==> src/rtl/sp_ram_arbiter.sv <==
// Round-robin arbiter for two requesters sharing one single-port byte-write RAM.
// Reads return through a per-port one-entry response slot, two cycles after accept.
module sp_ram_arbiter #(
   parameter int ADDR_WIDTH = 10,
   parameter int COL_WIDTH  = 8,
   parameter int DATA_WIDTH = 64,
   localparam int NUM_COL   = DATA_WIDTH / COL_WIDTH
) (
   input  logic                  CLK,
   input  logic                  RST_N,
   input  logic                  A_REQ_VALID,
   output logic                  A_REQ_READY,
   input  logic                  A_REQ_WE,
   input  logic [ADDR_WIDTH-1:0] A_REQ_ADDR,
   input  logic [DATA_WIDTH-1:0] A_REQ_WDATA,
   input  logic [NUM_COL-1:0]    A_REQ_BW,
   output logic                  A_RSP_VALID,
   input  logic                  A_RSP_READY,
   output logic [DATA_WIDTH-1:0] A_RSP_DATA,
   input  logic                  B_REQ_VALID,
   output logic                  B_REQ_READY,
   input  logic                  B_REQ_WE,
   input  logic [ADDR_WIDTH-1:0] B_REQ_ADDR,
   input  logic [DATA_WIDTH-1:0] B_REQ_WDATA,
   input  logic [NUM_COL-1:0]    B_REQ_BW,
   output logic                  B_RSP_VALID,
   input  logic                  B_RSP_READY,
   output logic [DATA_WIDTH-1:0] B_RSP_DATA,
   output logic                  RAM_CE,
   output logic                  RAM_RDWEN,
   output logic [ADDR_WIDTH-1:0] RAM_A,
   output logic [DATA_WIDTH-1:0] RAM_DI,
   output logic [NUM_COL-1:0]    RAM_BW,
   input  logic [DATA_WIDTH-1:0] RAM_DO
);

   if ((DATA_WIDTH % COL_WIDTH) != 32'sd0) begin : g_width_check
      $fatal(1, "DATA_WIDTH must be a multiple of COL_WIDTH");
   end

   typedef enum logic {PTR_A = 1'b0, PTR_B = 1'b1} port_e;

   port_e                 ptr_q, ptr_d;
   logic                  inflight_q, inflight_d;
   port_e                 inflight_id_q, inflight_id_d;
   logic                  a_slot_q, a_slot_d;
   logic                  b_slot_q, b_slot_d;
   logic [DATA_WIDTH-1:0] a_data_q, a_data_d;
   logic [DATA_WIDTH-1:0] b_data_q, b_data_d;
   logic                  a_elig_s, b_elig_s;
   logic                  a_gnt_s, b_gnt_s;

   // Eligibility and round-robin grant; reset masks grants combinationally.
   always_comb begin
      a_elig_s = A_REQ_VALID && (A_REQ_WE ||
                 (!(inflight_q && (inflight_id_q == PTR_A)) && (!a_slot_q || A_RSP_READY)));
      b_elig_s = B_REQ_VALID && (B_REQ_WE ||
                 (!(inflight_q && (inflight_id_q == PTR_B)) && (!b_slot_q || B_RSP_READY)));
      a_gnt_s  = RST_N && a_elig_s && (!b_elig_s || (ptr_q == PTR_A));
      b_gnt_s  = RST_N && b_elig_s && !a_gnt_s;
   end

   assign A_REQ_READY = a_gnt_s;
   assign B_REQ_READY = b_gnt_s;
   assign A_RSP_VALID = a_slot_q;
   assign B_RSP_VALID = b_slot_q;
   assign A_RSP_DATA  = a_data_q;
   assign B_RSP_DATA  = b_data_q;

   // RAM port mux; byte enables only meaningful on writes.
   always_comb begin
      RAM_CE    = 1'b0;
      RAM_RDWEN = 1'b0;
      RAM_A     = '0;
      RAM_DI    = '0;
      RAM_BW    = '0;
      if (a_gnt_s) begin
         RAM_CE    = 1'b1;
         RAM_RDWEN = A_REQ_WE;
         RAM_A     = A_REQ_ADDR;
         RAM_DI    = A_REQ_WDATA;
         RAM_BW    = A_REQ_WE ? A_REQ_BW : '0;
      end else if (b_gnt_s) begin
         RAM_CE    = 1'b1;
         RAM_RDWEN = B_REQ_WE;
         RAM_A     = B_REQ_ADDR;
         RAM_DI    = B_REQ_WDATA;
         RAM_BW    = B_REQ_WE ? B_REQ_BW : '0;
      end else begin
         RAM_CE    = 1'b0;
      end
   end

   // Pointer, in-flight tracking and response-slot next state.
   always_comb begin
      ptr_d         = ptr_q;
      inflight_d    = 1'b0;
      inflight_id_d = inflight_id_q;
      a_slot_d      = a_slot_q;
      b_slot_d      = b_slot_q;
      a_data_d      = a_data_q;
      b_data_d      = b_data_q;

      if (a_gnt_s) begin
         ptr_d         = PTR_B;
         inflight_d    = !A_REQ_WE;
         inflight_id_d = PTR_A;
      end else if (b_gnt_s) begin
         ptr_d         = PTR_A;
         inflight_d    = !B_REQ_WE;
         inflight_id_d = PTR_B;
      end else begin
         ptr_d         = ptr_q;
      end

      // A capture can coincide with a consume; the refill wins.
      if (inflight_q && (inflight_id_q == PTR_A)) begin
         a_slot_d = 1'b1;
         a_data_d = RAM_DO;
      end else if (a_slot_q && A_RSP_READY) begin
         a_slot_d = 1'b0;
      end else begin
         a_slot_d = a_slot_q;
      end

      if (inflight_q && (inflight_id_q == PTR_B)) begin
         b_slot_d = 1'b1;
         b_data_d = RAM_DO;
      end else if (b_slot_q && B_RSP_READY) begin
         b_slot_d = 1'b0;
      end else begin
         b_slot_d = b_slot_q;
      end
   end

   // State registers.
   always_ff @(posedge CLK or negedge RST_N) begin
      if (!RST_N) begin
         ptr_q         <= PTR_A;
         inflight_q    <= 1'b0;
         inflight_id_q <= PTR_A;
         a_slot_q      <= 1'b0;
         b_slot_q      <= 1'b0;
         a_data_q      <= '0;
         b_data_q      <= '0;
      end else begin
         ptr_q         <= ptr_d;
         inflight_q    <= inflight_d;
         inflight_id_q <= inflight_id_d;
         a_slot_q      <= a_slot_d;
         b_slot_q      <= b_slot_d;
         a_data_q      <= a_data_d;
         b_data_q      <= b_data_d;
      end
   end

endmodule

==> config.mk <==
export PLATFORM = sky130hd
export DESIGN_NAME = sp_ram_arbiter
export DESIGN_NICKNAME = d
export VERILOG_FILES = /design/src/rtl/sp_ram_arbiter.sv
export SDC_FILE = /design/constraint.sdc
export NUM_CORES = 1
export LEC_CHECK = 0
export ABC_CLOCK_PERIOD_IN_PS = 3850
export CORE_AREA = 10 10 166 168
export CTS_CLUSTER_DIAMETER = 200
export DETAILED_ROUTE_END_ITERATION = 7
export DIE_AREA = 0 0 176 178
export HOLD_SLACK_MARGIN = 0.05
export SLEW_MARGIN = 30
export SYNTH_ARGS = -nofsm -noshare
export SYNTH_HDL_FRONTEND = slang
export SYNTH_SLANG_ARGS = --single-unit
==> constraint.sdc <==
create_clock -name CLK -period 3.85 [get_ports CLK]
set_input_delay 0.385 -clock CLK [delete_from_list [all_inputs] [get_ports CLK]]
set_output_delay 0.385 -clock CLK [all_outputs]
set_load 0.01 [all_outputs]
# Word level (Yosys, flattened, before mapping)
# Cells that the tools add are included.
# Widths: inputs -> output; s select.
[word_totals]
word_cells = 59
ram_bits = 0
inputBits = 236
latchBits = 0
regBits = 133
output_inout_bits = 216
rom_bits = 0
memories = 0
[classes]
n_mul = 0
shifts = 0
addsub = 0
muxes = 22
n_eq_ne = 0
reduce_logical = 28
n_div = 0
bitwise_logic = 2
order_cmp = 0
[ops]
columns = ["cell", "count"]
rows = [
  ["$mux 64", 2],
  ["$mux 8", 4],
  ["$mux 10", 2],
  ["$mux 1", 14],
  ["$logic_and 1x1->1", 12],
  ["$logic_not 1->1", 8],
  ["$reduce_bool 2->1", 3],
  ["$logic_or 1x1->1", 5],
  ["$not 1->1", 2],
]

# Logic depth before layout (Yosys ltp)
# Gate-level depths: netlist of the first run.
[logic_depth]
depth_word = 12
depth_mapped = 7

# Least setup slack after synthesis of the first run
# OpenSTA, ideal clock, no wires.
[synth_path]
path_type = "input port to output port"
from = "input B_RSP_READY"
to = "output RAM_A[0]"
n_path_buf = 3
slack_ps = 1911
cell_stages = 7
arrival_ps = 1554
t_required_ps = 3465
path_cell_list = "nand2b_1 a21oi_4 o2111a_1 buf_2 buf_6 buf_6 a22o_1"
[synth_via]
elab_chain_cells = 11
[synth_rtl]
columns = ["item", "line", "rtl"]
rows = [
  ["from (decl)", "27", "input logic B_RSP_READY,"],
  ["$logic_or 1x1->1 *", "58", "(!(inflight_q && (inflight_id_q == PTR_B)) && (!b_slot_q || B_RSP_READY)));"],
  ["$logic_and 1x1->1 *", "58", ""],
  ["$logic_or 1x1->1 *", "57", "b_elig_s = B_REQ_VALID && (B_REQ_WE ||"],
  ["$logic_and 1x1->1 *", "57", ""],
  ["$logic_not 1->1", "59", "a_gnt_s = RST_N && a_elig_s && (!b_elig_s || (ptr_q == PTR_A));"],
  ["$logic_or 1x1->1", "59", ""],
  ["$logic_and 1x1->1", "59", ""],
  ["$logic_not 1->1", "60", "b_gnt_s = RST_N && b_elig_s && !a_gnt_s;"],
  ["$logic_and 1x1->1", "60", ""],
  ["$mux 10", "83", "end else if (b_gnt_s) begin"],
  ["$mux 10 *", "77", "if (a_gnt_s) begin"],
  ["to (decl)", "31", "output logic [ADDR_WIDTH-1:0] RAM_A,"],
]
# Mark *: on every way between the ends. The rest lies on a longest branch, timed or not.

# Worst setup path after layout of the first run
[layout_path]
from = "register inflight_id_q"
to = "output RAM_DI[4]"
[layout_via]
elab_chain_cells = 12
[layout_rtl]
columns = ["item", "line", "rtl"]
rows = [
  ["from (decl)", "45", "port_e inflight_id_q, inflight_id_d;"],
  ["from (signal assigned)", "149", "inflight_id_q <= inflight_id_d;"],
  ["$logic_and 1x1->1 or $not 1->1 (tied branches)", "58, 56", ""],
  ["$logic_not 1->1 or $logic_and 1x1->1 (tied branches)", "58, 56", ""],
  ["$logic_and 1x1->1 or $logic_not 1->1 (tied branches)", "58, 56", ""],
  ["$logic_or 1x1->1 or $logic_and 1x1->1 (tied branches)", "57, 56", ""],
  ["$logic_and 1x1->1 or $logic_or 1x1->1 (tied branches)", "57, 55", ""],
  ["$logic_not 1->1 or $logic_and 1x1->1 (tied branches)", "59, 55", ""],
  ["$logic_or 1x1->1 or $logic_and 1x1->1 (tied branches)", "59", ""],
  ["$logic_and 1x1->1", "59", ""],
  ["$logic_not 1->1", "60", ""],
  ["$logic_and 1x1->1", "60", ""],
  ["$mux 64", "83", ""],
  ["$mux 64 *", "77", ""],
  ["to (decl)", "32", "output logic [DATA_WIDTH-1:0] RAM_DI,"],
]
# Marked as above.

==> results of run 1 <==
routing by layer:
| metal | share of wire (%) | GRT usage (%) | vias up |
|---|---|---|---|
| met1 | 38 | 22.8 | 2681 |
| met2 | 48 | 30.4 | 260 |
| met3 | 13 | 10.8 | 16 |
| met4 | 0.66 | 4.20 | 0 |
| met5 | 0 | 0 | - |
| li1 | - | - | 2412 |
layout by cell type, fill, tap and decap left out, types with 2 or more instances in the layout:
master,instances
a22o_1,74
dfrtp_1,133
inv_6,2
mux2_2,128
clkbuf_16,17
clkinv_4,4
a21o_1,2
buf_4,6
a32o_1,8
buf_12,2
bufinv_16,4
nand2b_1,2
diode_2,2
nand2_1,4
buf_6,2
clkinv_2,2
clkdlybuf4s50_1,450
stage by stage:
stage          total power [mW]  utilization, %  instances  hold WS (ns)
2_1_floorplan              3.45               -        399        0.0894
3_3_place_gp               5.52            44.4       1150         0.487
3_5_place_dp               5.55            44.5       1150         0.491
4_1_cts                    7.34            47.1       1181         0.158
5_1_grt                    7.60            47.1       1182         0.175
6_report                   7.21            47.1       1183         0.135
synthesized netlist by cell type:
library cell  instances
a2111oi_4             1
o21ba_2               1
or3_1                 1
buf_2                22
a22o_1               74
clkbuf_1              6
nor2b_1               1
a21oi_4               1
a21o_1                2
nand2_1               5
mux2_2              128
a21oi_1               1
buf_4                 1
o2111a_1              1
nor2_1                1
mux2i_1               1
inv_1                 1
a32o_1                8
nand2b_1              3
a211oi_2              1
a31oi_1               1
or2_2                 1
buf_6                 4
dfrtp_1             133
worst paths after layout:
kind / from / end / slack, ns
min reg2reg: A_RSP_DATA[50]$_DFFE_PN0N_ / A_RSP_DATA[50]$_DFFE_PN0N_ / 0.50
max in group asynchronous: RST_N / A_RSP_DATA[16]$_DFFE_PN0N_ / 2.52
min in group CLK: A_RSP_DATA[50]$_DFFE_PN0N_ / A_RSP_DATA[50]$_DFFE_PN0N_ / 0.50
max reg2reg: inflight_id_q$_DFFE_PN0P_ / A_RSP_DATA[12]$_DFFE_PN0N_ / 1.97
min: RST_N / A_RSP_DATA[30]$_DFFE_PN0N_ / 0.14
max: inflight_id_q$_DFFE_PN0P_ / RAM_DI[4] / 0.53
power breakdown:
part / internal, mW / switching [mW] / leakage [nW] / total, mW
Combinational: 1.94 / 1.21 / 2.70 / 3.14
Clock: 1.09 / 0.648 / 0.306 / 1.74
Sequential: 2.03 / 0.304 / 1.55 / 2.33
Total: 5.05 / 2.16 / 4.56 / 7.21
kinds of logic after synthesis:
family                 after synthesis  share of synthesized area, %
flip-flops                         133                          56.8
multiplexers                       129                          24.8
AO/OA/AOI/OAI                       91                          14.2
buffers and inverters               34                          3.22
AND/OR/NAND/NOR                     12                          1.02
layout make-up:
class | count | area (µm²)
Inverter | 1 | 3.75
Tap cell | 324 | 405
Sequential cell | 133 | 3330
Antenna cell | 2 | 5.00
Multi-Input combinational cell | 232 | 2370
Clock buffer | 17 | 425
Fill cell | 2226 | 12800
Clock inverter | 14 | 201
Timing Repair Buffer | 460 | 4610
sequential cells by signal, summed over array words and instances, names as in the netlist:
register and count:
A_RSP_DATA 64, B_RSP_DATA 64, A_RSP_VALID 1, B_RSP_VALID 1, inflight_id_q 1, inflight_q 1
ptr_q 1
==> results.md, run 1 <==
- Crit path DAT: 2.93 ns
- Number of I/O port buffers: 451
- Slew margin rel.: 34.7%
- GRT Util Overall: 19.4%
- Htree depth: 4
- Fraction of layout cells with a size suffix above 1: 20.7%
- Antenna viol nets, final: 0
- Die area: 31300 µm²
- Final setup vio count: 0
- Initial antenna violation count: 1
- Syn Area/Cell: between 10 and 15 µm²
- Iter 0 DRT Violations: between 300 and 400
- Chip height: 178 µm
- CTS max path bufs: 2
- Pins Over Slew Limit: 0
- CTS tree: done
- IO Pins: 452
- CP required: between 3 and 4 ns
- Fin area: 11300 µm²
- Hold-fix buffers, CTS: 0
- Final #Nets: 1081
- Final HPWL DP: ~26 mm
- Worst vdd ir: 0.304 mV
- Maxcap violations: 0
- Core area: 24100 µm²
- Seq/Total Area, Yosys: 56.8%
- Cell depth of the worst setup path: 6
- DP Area: 10700 µm²
- Fin crit period: 3.32 ns
- Crit path cell chain: nand2b_4, a21o_1, a211oi_4, buf_12, a22o_1, clkdlybuf4s50_1
- Final worst path period share: 86.1%
- PnR worst setup slack: 0.535 ns
- Reg clk slew, reported paths: 0.07 ns
- Synth Warn #: 0
- Mapped Cells: 399
- Dpl ws: around 0.52 ns
- First-pass GRT wire length: approximately 44 mm
- Initial Util: 24.3%
- Syn_nets: 635
- Critical Path Sink Type: output pin
- Slowest stage delay, CP: 0.59 ns
- Crit Path Class: reg2out
- Register bit total from synthesis: between 100 and 150
- Total number of vias: approximately 5.4k
- Worst path slowest cell: clkdlybuf4s50_1
- Synth Cell Area: between 5000 and 6000 µm²
- Final Skew: 0.0100 ns
- Power density cells: between 600 and 700 nW/µm²
- Slew at the pin with the worst max-slew slack: 0.980 ns
- TNS Setup: 0 ns
- Post-CTS Resized: 0
- FP Rows: 57
- Largest net degree at the start of global routing: 79
- Clock Tree Root: clkbuf_16
- RSZ-0062 raised after global routing: false
- DR WL/cell: between 20 and 30 µm
- Die X: 176 µm
- DRC violations left: 0
- Top cell type's share of synthesized area: 56.8%
- Hold Crit Class: in2async
- Vias per cell: 4.54
- Worst-Skew Late Latency: ~0.42 ns
- R2R depth: 3
- Vias in the first global route: 5653
- Final wirelength: roughly 32 mm
- Final hold vios: 0
- Startpoint types: flop
- CP delay by family, top: compound AO/OA/AOI/OAI gates
- Gr ovfl total: 0
- Buffers plus inverters on the worst setup path: 2
- Num CTS Buffers: 17
- Pleak: 4.56 nW
- Total iterations of the first detailed-routing run: 4
- Dominant cells by area after synthesis: dfrtp_1 57%, mux2_2 25%, a22o_1 11%
- Status: finished clean
- Setup bufs post-CTS: 0
- Worst-path fanout max: just under 60
- Yosys top cell by area: dfrtp_1
- Layout area overhead: 93.6%
- Max Fclk: 302 MHz
- Final Wtd Congestion: between 1 and 1.5
- Distinct cells, synth: 24
- Clock sinks: 133
No activity file was read; power rests on OpenSTA's default activity.
==> inputs of run 2 (changes only) <==
Settings changed: CTS_CLUSTER_DIAMETER 200 to 40.
==> results of run 2 <==
The final DEF is identical to that of run 1; final timing and power are the same.
